==> src/rtl/ats21_cmd_sched.sv <==
// Command scheduler for the ATS21 alarm/timer core: two lane FIFOs paired into
// one req/ctrlA/ctrlB issue, then wait for ready (or timeout) and report done.
module ats21_cmd_sched #(
  parameter int FIFO_DEPTH = 4,
  parameter int TIMEOUT    = 64
) (
  input  logic        clk,
  input  logic        reset,
  input  logic        a_valid,
  input  logic [31:0] a_instr,
  output logic        a_ready,
  input  logic        b_valid,
  input  logic [31:0] b_instr,
  output logic        b_ready,
  output logic        ats_req,
  output logic [15:0] ats_ctrlA,
  output logic [15:0] ats_ctrlB,
  input  logic        ats_ready,
  input  logic [1:0]  ats_stat,
  output logic        busy,
  output logic        done,
  output logic [1:0]  done_stat,
  output logic        done_timeout
);

  localparam int AW = $clog2(FIFO_DEPTH);
  localparam int TW = $clog2(TIMEOUT);
  localparam logic [AW:0]   FULL_CNT = (AW+1)'(FIFO_DEPTH);
  localparam logic [TW-1:0] TMR_LOAD = TW'(TIMEOUT - 1);

  typedef enum logic [2:0] {IDLE, REQ, HI, LO, WAIT} state_t;
  state_t state, state_nxt;

  // Lane 0 is A, lane 1 is B.
  logic [31:0]   fifo_mem [2][FIFO_DEPTH];
  logic [AW-1:0] wr_ptr [2];
  logic [AW-1:0] rd_ptr [2];
  logic [AW:0]   cnt [2];
  logic [31:0]   din [2];
  logic [31:0]   head [2];
  logic [1:0]    push, pop, full, empty;

  assign din[0] = a_instr;
  assign din[1] = b_instr;

  always_comb begin
    for (int i = 0; i < 2; i++) begin
      full[i]  = (cnt[i] == FULL_CNT);
      empty[i] = (cnt[i] == '0);
      head[i]  = fifo_mem[i][rd_ptr[i]];
    end
  end

  assign a_ready = ~full[0];
  assign b_ready = ~full[1];
  assign push    = {b_valid & ~full[1], a_valid & ~full[0]};
  assign pop     = (state == IDLE) ? ~empty : 2'b00;

  always_ff @(posedge clk) begin
    for (int i = 0; i < 2; i++) begin
      if (push[i]) fifo_mem[i][wr_ptr[i]] <= din[i];
    end
  end

  always_ff @(posedge clk or posedge reset) begin
    if (reset) begin
      for (int i = 0; i < 2; i++) begin
        wr_ptr[i] <= '0;
        rd_ptr[i] <= '0;
        cnt[i]    <= '0;
      end
    end else begin
      for (int i = 0; i < 2; i++) begin
        if (push[i]) wr_ptr[i] <= wr_ptr[i] + 1'b1;
        if (pop[i])  rd_ptr[i] <= rd_ptr[i] + 1'b1;
        if (push[i] && !pop[i])      cnt[i] <= cnt[i] + 1'b1;
        else if (!push[i] && pop[i]) cnt[i] <= cnt[i] - 1'b1;
      end
    end
  end

  logic [31:0]   pair_a, pair_b;
  logic [TW-1:0] tmr, tmr_d;
  logic          req_d, done_d, to_d;
  logic [15:0]   ctrl_a_d, ctrl_b_d;
  logic [1:0]    stat_d;

  always_ff @(posedge clk or posedge reset) begin
    if (reset) state <= IDLE;
    else       state <= state_nxt;
  end

  // Output values are computed for the state being entered, then registered.
  always_comb begin
    state_nxt = state;
    req_d     = 1'b0;
    ctrl_a_d  = 16'h0000;
    ctrl_b_d  = 16'h0000;
    done_d    = 1'b0;
    stat_d    = done_stat;
    to_d      = done_timeout;
    tmr_d     = tmr;
    case (state)
      IDLE: begin
        if (|pop) begin
          state_nxt = REQ;
          req_d     = 1'b1;
        end
      end
      REQ: begin
        state_nxt = HI;
        ctrl_a_d  = pair_a[31:16];
        ctrl_b_d  = pair_b[31:16];
      end
      HI: begin
        state_nxt = LO;
        ctrl_a_d  = pair_a[15:0];
        ctrl_b_d  = pair_b[15:0];
      end
      LO: begin
        state_nxt = WAIT;
        tmr_d     = TMR_LOAD;
      end
      WAIT: begin
        if (ats_ready) begin
          state_nxt = IDLE;
          done_d    = 1'b1;
          stat_d    = ats_stat;
          to_d      = 1'b0;
        end else if (tmr == '0) begin
          state_nxt = IDLE;
          done_d    = 1'b1;
          to_d      = 1'b1;
        end else begin
          tmr_d = tmr - 1'b1;
        end
      end
      default: state_nxt = IDLE;
    endcase
  end

  always_ff @(posedge clk or posedge reset) begin
    if (reset) begin
      pair_a       <= '0;
      pair_b       <= '0;
      tmr          <= '0;
      ats_req      <= 1'b0;
      ats_ctrlA    <= '0;
      ats_ctrlB    <= '0;
      busy         <= 1'b0;
      done         <= 1'b0;
      done_stat    <= '0;
      done_timeout <= 1'b0;
    end else begin
      if (|pop) begin
        pair_a <= empty[0] ? 32'h0000_0000 : head[0];
        pair_b <= empty[1] ? 32'h0000_0000 : head[1];
      end
      tmr          <= tmr_d;
      ats_req      <= req_d;
      ats_ctrlA    <= ctrl_a_d;
      ats_ctrlB    <= ctrl_b_d;
      busy         <= (state_nxt != IDLE);
      done         <= done_d;
      done_stat    <= stat_d;
      done_timeout <= to_d;
    end
  end

endmodule

==> config.mk <==
export PLATFORM = sky130hd
export DESIGN_NAME = ats21_cmd_sched
export DESIGN_NICKNAME = d
export VERILOG_FILES = /design/src/rtl/ats21_cmd_sched.sv
export SDC_FILE = /design/constraint.sdc
export NUM_CORES = 1
export LEC_CHECK = 0
export BUFFER_PORTS_ARGS = -buffer_cell sky130_fd_sc_hd__buf_4
export CORE_MARGIN = 2
export CORE_UTILIZATION = 50
export CTS_CLUSTER_DIAMETER = 30
export DETAILED_ROUTE_END_ITERATION = 8
export PLACE_DENSITY = 0.77
export REMOVE_ABC_BUFFERS = 1
export SETUP_SLACK_MARGIN = 0.15
export SYNTH_ARGS = -nofsm -noshare
export SYNTH_HDL_FRONTEND = slang
export SYNTH_SLANG_ARGS = --single-unit
export TNS_END_PERCENT = 10
==> constraint.sdc <==
create_clock -name clk -period 3.95 [get_ports clk]
set_clock_uncertainty 0.2 [all_clocks]
set_input_delay 0.5925 -clock clk [delete_from_list [all_inputs] [get_ports clk]]
set_output_delay 0.5925 -clock clk [all_outputs]
set_load 0.005 [all_outputs]
==> results of run 1 <==
power by group:
part	switching (mW)	internal [mW]	total [mW]
registers	0.671	5.50	6.17
clock network	1.82	3.62	5.44
logic	1.86	1.93	3.79
what timing repair did:
action	4_1_cts	5_1_grt
gates resized for setup	0	0
hold endpoints to repair	70	0
hold buffers	1	0
flip-flops by register name, indices dropped and copies added (netlist names), 2 cells and up:
name / cells
ats_ctrlA: 16
tmr: 6
cnt: 6
state: 3
wr_ptr: 4
rd_ptr: 4
fifo_mem: 256
pair_b: 32
pair_a: 32
ats_ctrlB: 16
done_stat: 2
area by class of cell:
| class | count | share of cell area |
|---|---|---|
| Tap cell | 378 | 0.0269 |
| Timing Repair Buffer | 135 | 0.0584 |
| Sequential cell | 381 | 0.615 |
| Clock buffer | 70 | 0.0886 |
| Multi-Input combinational cell | 255 | 0.175 |
| Clock inverter | 43 | 0.0331 |
| Antenna cell | 1 | 0.000142 |
| Inverter | 13 | 0.00306 |
Yosys cell counts, types with 3 or more instances:
| master | instances | area (um2) |
|---|---|---|
| nor2_1 | 14 | 52.6 |
| edfxtp_1 | 256 | 7690 |
| a22o_1 | 96 | 841 |
| xor2_1 | 4 | 35.0 |
| mux4_2 | 64 | 1440 |
| mux2i_1 | 3 | 30.0 |
| ha_1 | 11 | 138 |
| and2_1 | 10 | 62.6 |
| a21boi_1 | 3 | 22.5 |
| dfrtp_1 | 125 | 3130 |
| buf_2 | 24 | 120 |
| xnor2_1 | 8 | 70.1 |
| inv_1 | 10 | 37.5 |
| clkbuf_1 | 12 | 45.0 |
| mux2_2 | 4 | 45.0 |
| buf_4 | 4 | 30.0 |
| inv_2 | 3 | 11.3 |
| nand2_1 | 4 | 15.0 |
| nand3_1 | 4 | 20.0 |
routing by layer:
layer,up-vias,share of wire
li1,3102,-
met1,3749,0.40
met2,257,0.51
met3,63,0.058
met4,0,0.030
met5,-,0
worst max-delay path: stages, from the launching register on:
cell and delay [ps]:
dfrtp_1 490, nor3_2 470, and2_1 250, inv_2 60, ha_1 200, inv_1 70, fa_1 410, mux2_2 280
logic make-up (layout without fill, tap and decap cells):
kind of cell / count (synthesis) / count (layout) / synth area share
DFF: 381 / 381 / 0.766
adders and majority gates: 13 / 13 / 0.0126
other: 0 / 1 / 0
AOI/OAI and AO/OA: 108 / 108 / 0.0669
and+or+nand+nor: 49 / 49 / 0.0207
buffers and inverters: 53 / 261 / 0.0173
muxes: 73 / 73 / 0.109
xor gates and xnor gates: 12 / 12 / 0.00744
through the flow:
stage               hold WS (ps)  setup TNS, ps
CTS                         4.50              0
global placement             270              0
global route                6.10              0
finish                      27.5              0
floorplan                    266         -21260
detailed placement           276              0
worst min path at each step:
| stage | start | to | slack, ps | cells past startpoint |
|---|---|---|---|---|
| global route | a_instr[1] | fifo_mem[0][33] | 6 | 1 |
| floorplan | pair_a[0] | ats_ctrlA[0] | 270 | 1 |
| finish | a_instr[1] | fifo_mem[0][33] | 30 | 1 |
| global placement | done_stat[1] | done_stat[1] | 270 | 1 |
| detailed placement | done_stat[1] | done_stat[1] | 280 | 1 |
| CTS | a_instr[25] | fifo_mem[0][57] | 5 | 1 |
==> flow_summary.ini, run 1 <==
[global_route]
grt_util_met1 = 0.257
use_met2 = 0.320
grt_overflow_total = 0
grt_pass1_wl_mm = 43.0
grt_most_used_layer = met2
antenna_found_initial = 1
gr-usage-met3 = 0.0339
grt_use_total = 0.193
grt_max_degree = 74
grt_pass1_vias = 7569

[final_layout]
seqCellArea_mm2 = 0.0108
fin_cells = 1276
final_common_cell = edfxtp_1
postLayoutCellArea_mm2 = 0.0176
multiInputGateArea_mm2 = 0.00308
utilization = 0.633
nNetsFinal = 930
nFillCells = 1864
drive_gt1_frac = 0.355
mostFrequentLayoutCells = edfxtp_1, buf_4, dfrtp_1
area_growth_pct = 24.7

[power]
power.total_mw = 15.4
peakVddDrop_mv = 0.463
leakage_nw = 6.74
cellPowerDensity_mw_per_mm2 = 875

[floorplanning]
start_util = 0.508
die_area_mm2 = 0.0296
die_y_um = 172
rows = 61
ioPinCount = 111
coreArea_mm2 = 0.0278
die_w_um = 172

[drt]
initialDrtViolationCount = 514
routed_wl_mm = 27.9
dr.pass1.iters = 5
antenna_left = 0
viasPerCell = 5.62
wl_per_cell_um = 21.8
dr_total_vias = 7171
drc = 0

[clock_network]
cts-root-buf = clkbuf_16
cts-htree-levels = 2
clk_pin_slew_worst_paths_ps = 50
cts_sinks = 381
cts_setup_buffers = 0
cts_buffer_depth = 3
clk_latency_ps = 560
cts_tree = done
cts_buffers = 60

[outcome]
outcome = completed

[logic_synthesis]
synth_warnings = 0
ys_seq_elements = 381
syn_inst = 689
syn_area_mm2 = 0.0141
synth_ff_type = edfxtp_1
synth_edf_count = 256
postSynthAreaPerCell_um2 = 20.5
yosysSeqAreaShare = 0.766
async_flop_share = 0.328
ys_types = 43

[place]
pre_cts_slack_ps = 1330
place_inst = 1161
place.gp.congestion = 0.736
hpwlAfterDp_mm = 15.9
port_buffers = 110
dpl_cell_area_mm2 = 0.0154

[critical_path]
critPathLaunch = state[1]
r2r_cells = 7
endpoint_kind = flip-flop
endpoint = cnt[1]
startpoint_type = flip-flop
worstPathArrival_ps = 2790
path_max_fanout = 8
reg2reg_slack_ps = 1400
critPathRequiredTime_ps = 4190
crit_type = flip-flop to flip-flop
r2r-end = cnt[1]
rr_startpoint = state[1]

[sta]
setup_viol_count_final = 0
worst_slack_ps = 1400
min_period_ps = 2550
max-slew-margin-rel = 0.473
hold_viol_final = 0
fmax_ghz = 0.393
slew_viol_final = 0
tightest_slew_ps = 790
layout_worst_path_cycle_share = 0.644
rsz0062_at_grt = false

[run]
cap_violations = 0

[hold_path]
hold_path_class = primary input to flip-flop
No activity file was read; power rests on OpenSTA's default activity.
==> run 2: changes to the inputs <==
- ABC_AREA: default -> 1
- PLACE_DENSITY: 0.77 -> 0.74
- clock period: 3.95 -> 2.5 ns (I/O delays scaled with it)
==> run 2 against run 1 <==
Synthesized cell count up 76%; sequential share of layout area down 5.2 points; setup slack worse by 990 ps; critical endpoint is now cnt[2]; highest routed layer unchanged; register-to-register slack worse by 990 ps; non-clock buffer count up 77; cell count up 47%; largest power group unchanged; first-iteration DRC count up 73%; sequential cell count unchanged.
==> flow_summary.ini, run 2 <==
[run]
cap_violations = 0

[sta]
fmax_ghz = 0.480
min_period_ps = 2080
layout_worst_path_cycle_share = 0.833
max-slew-margin-rel = 0.509
hold_viol_final = 0
tightest_slew_ps = 736
rsz0062_at_grt = false
slew_viol_final = 0
setup_viol_count_final = 0

[logic_synthesis]
synth_ff_type = edfxtp_1
postSynthAreaPerCell_um2 = 12.2
synth_edf_count = 256
netlist_top_cells_count = edfxtp_1, inv_1, dfrtp_1, nand3_1, nand2_1
synth_warnings = 0
yosysTopAreaCell = edfxtp_1
async_flop_share = 0.328
ys_seq_elements = 381
ys_top_cells_by_area = edfxtp_1, dfrtp_1, inv_1, nand3_1, o21ai_0
synth_top_area_share = 0.520
syn_area_mm2 = 0.0148
ys_types = 24
post-synth-top-count-cell = edfxtp_1
syn_inst = 1210
yosysSeqAreaShare = 0.732

[clock_network]
cts_buffer_depth = 3
cts-root-buf = clkbuf_16
cts_setup_buffers = 0
cts_tree = done
cts-htree-levels = 3
clk_pin_slew_worst_paths_ps = 40
clk_latency_ps = 570
cts_sinks = 381
cts_buffers = 67

[critical_path]
path_cells = inv_1 > nand3_1 > nand2_4 > ha_1 > inv_1 > fa_1 > a21oi_1 > o21ai_0 > xor2_1
rr_startpoint = cnt[1]
critPathLaunch = cnt[1]
crit_buf_inv = 2
endpoint = cnt[2]
reg2reg_slack_ps = 420
crit_family = adder cells
worstPathArrival_ps = 2290
r2r_cells = 9
crit_type = flip-flop to flip-flop
endpoint_kind = flip-flop
path_common_cell = inv_1
worstSetupPathDepth = 9
r2r-end = cnt[2]
critPathSlowestCell = dfrtp_1
critPathRequiredTime_ps = 2710
slowest_delay_ps = 400
startpoint_type = flip-flop
path_max_fanout = 5

[global_route]
grt_pass1_wl_mm = 52.8
grt_max_degree = 110
antenna_found_initial = 2
grt_overflow_total = 0
grt_use_total = 0.220
grt_pass1_vias = 10000

[final_layout]
area_growth_pct = 30.0
largest_reg_flops = 256
mostFrequentLayoutCells = edfxtp_1, inv_1, buf_4
nFillCells = 1953
nNetsFinal = 1514
final_common_cell = edfxtp_1
utilization = 0.664
drive_gt1_frac = 0.185

[floorplanning]
ioPinCount = 111
die_y_um = 176
coreArea_mm2 = 0.0289
die_w_um = 176
start_util = 0.511
die_area_mm2 = 0.0310
rows = 62

[power]
leakage_nw = 7.99
p_int_mw = 17.0
p_comb_frac = 0.285
p_switching_mw = 8.52
power.clock.fraction = 0.356
switching_share = 0.333
power_frac_seq = 0.359
cellPowerDensity_mw_per_mm2 = 1330
power.total_mw = 25.5
peakVddDrop_mv = 0.831

[drt]
wl_per_cell_um = 17.9
dr_total_vias = 9886
initialDrtViolationCount = 889
dr.pass1.iters = 5
routed_wl_mm = 33.4
antenna_left = 0
drc = 0
viasPerCell = 5.29

[place]
hpwlAfterDp_mm = 17.2
place.gp.congestion = 0.768
port_buffers = 110

[hold_path]
hold_path_class = primary input to flip-flop
hold_path_startpoint = b_valid

[outcome]
outcome = completed
-- run 2: cell types whose count changed after synthesis, sizes merged, moves of 15 or more --
cell	before	now
a21oi	1	92
a22o	96	0
buf	28	43
inv	13	192
mux4	64	0
nand2	4	123
nand3	4	125
o21ai	2	156
o22ai	0	32
-- run 2: what timing repair did --
action / 4_1_cts / 5_1_grt
gates resized for setup: 0 / 0
hold buffers: 70 / 0
hold endpoints to repair: 307 / 0
-- run 2: metrics by stage --
| step | setup WS (ps) | instance area, um2 | cells | TNS (ps) | hold WS [ps] |
|---|---|---|---|---|---|
| 2_1_floorplan | -1400 | 14500 | 1149 | -238430 | 271 |
| 3_3_place_gp | 468 | 16200 | 1675 | 0 | 258 |
| 3_5_place_dp | 433 | 16200 | 1675 | 0 | 259 |
| 4_1_cts | 429 | 19200 | 1868 | 0 | 14.5 |
| 5_1_grt | 252 | 19200 | 1870 | 0 | 37.5 |
| 6_report | 417 | 19200 | 1870 | 0 | 37.2 |
-- run 2: cell type report --
class	count	area (um2)	area share
Tap cell	384	480	0.0250
Clock buffer	83	1800	0.0936
Sequential cell	381	10800	0.563
Clock inverter	40	488	0.0254
Inverter	192	726	0.0378
Multi-Input combinational cell	576	2990	0.155
Timing Repair Buffer	212	1920	0.0997
Antenna cell	2	5.00	0.000260
-- run 2: how the worst min path moves through the flow --
stage                          endpoint  slack, ps  cells after the start
after floorplan                  tmr[0]        270                      2
after global placement    ats_ctrlA[10]        260                      2
after detailed placement  ats_ctrlA[10]        260                      2
after CTS                     wr_ptr[3]         10                      4
after global routing          wr_ptr[1]         40                      4
final                         wr_ptr[1]         40                      4
-- run 2: cells by family after synthesis --
kind of cell / synth area share
AND/OR/NAND/NOR: 0.0824
flip-flops: 0.732
AO/OA/AOI/OAI: 0.0975
XOR/XNOR: 0.00533
adder cells (fa/ha/maj): 0.0120
buffers and inverters: 0.0712
-- run 2: routing by layer --
layer,track usage,share of wire,wire (um)
met3,0.0431,0.058,1950
met1,0.281,0.41,13600
met5,0,0,0
met4,0.0888,0.022,731
met2,0.372,0.51,17200
-- run 2: worst register-to-register path, cell delays in order (launching register included) --
cell and delay [ps]:
dfrtp_1 400, inv_1 110, nand3_1 130, nand2_4 130
ha_1 140, inv_1 70, fa_1 380, a21oi_1 150
o21ai_0 110, xor2_1 150
-- run 2: power groups by stage --
stage / combinational, mW / sequential (mW) / clock [mW]
finish: 7.28 / 9.17 / 9.09
detailed placement: 6.93 / 9.24 / 0
global placement: 6.71 / 9.19 / 0
CTS: 7.22 / 9.16 / 9.18
global route: 8.07 / 9.29 / 9.52
floorplan: 3.72 / 9.53 / 0
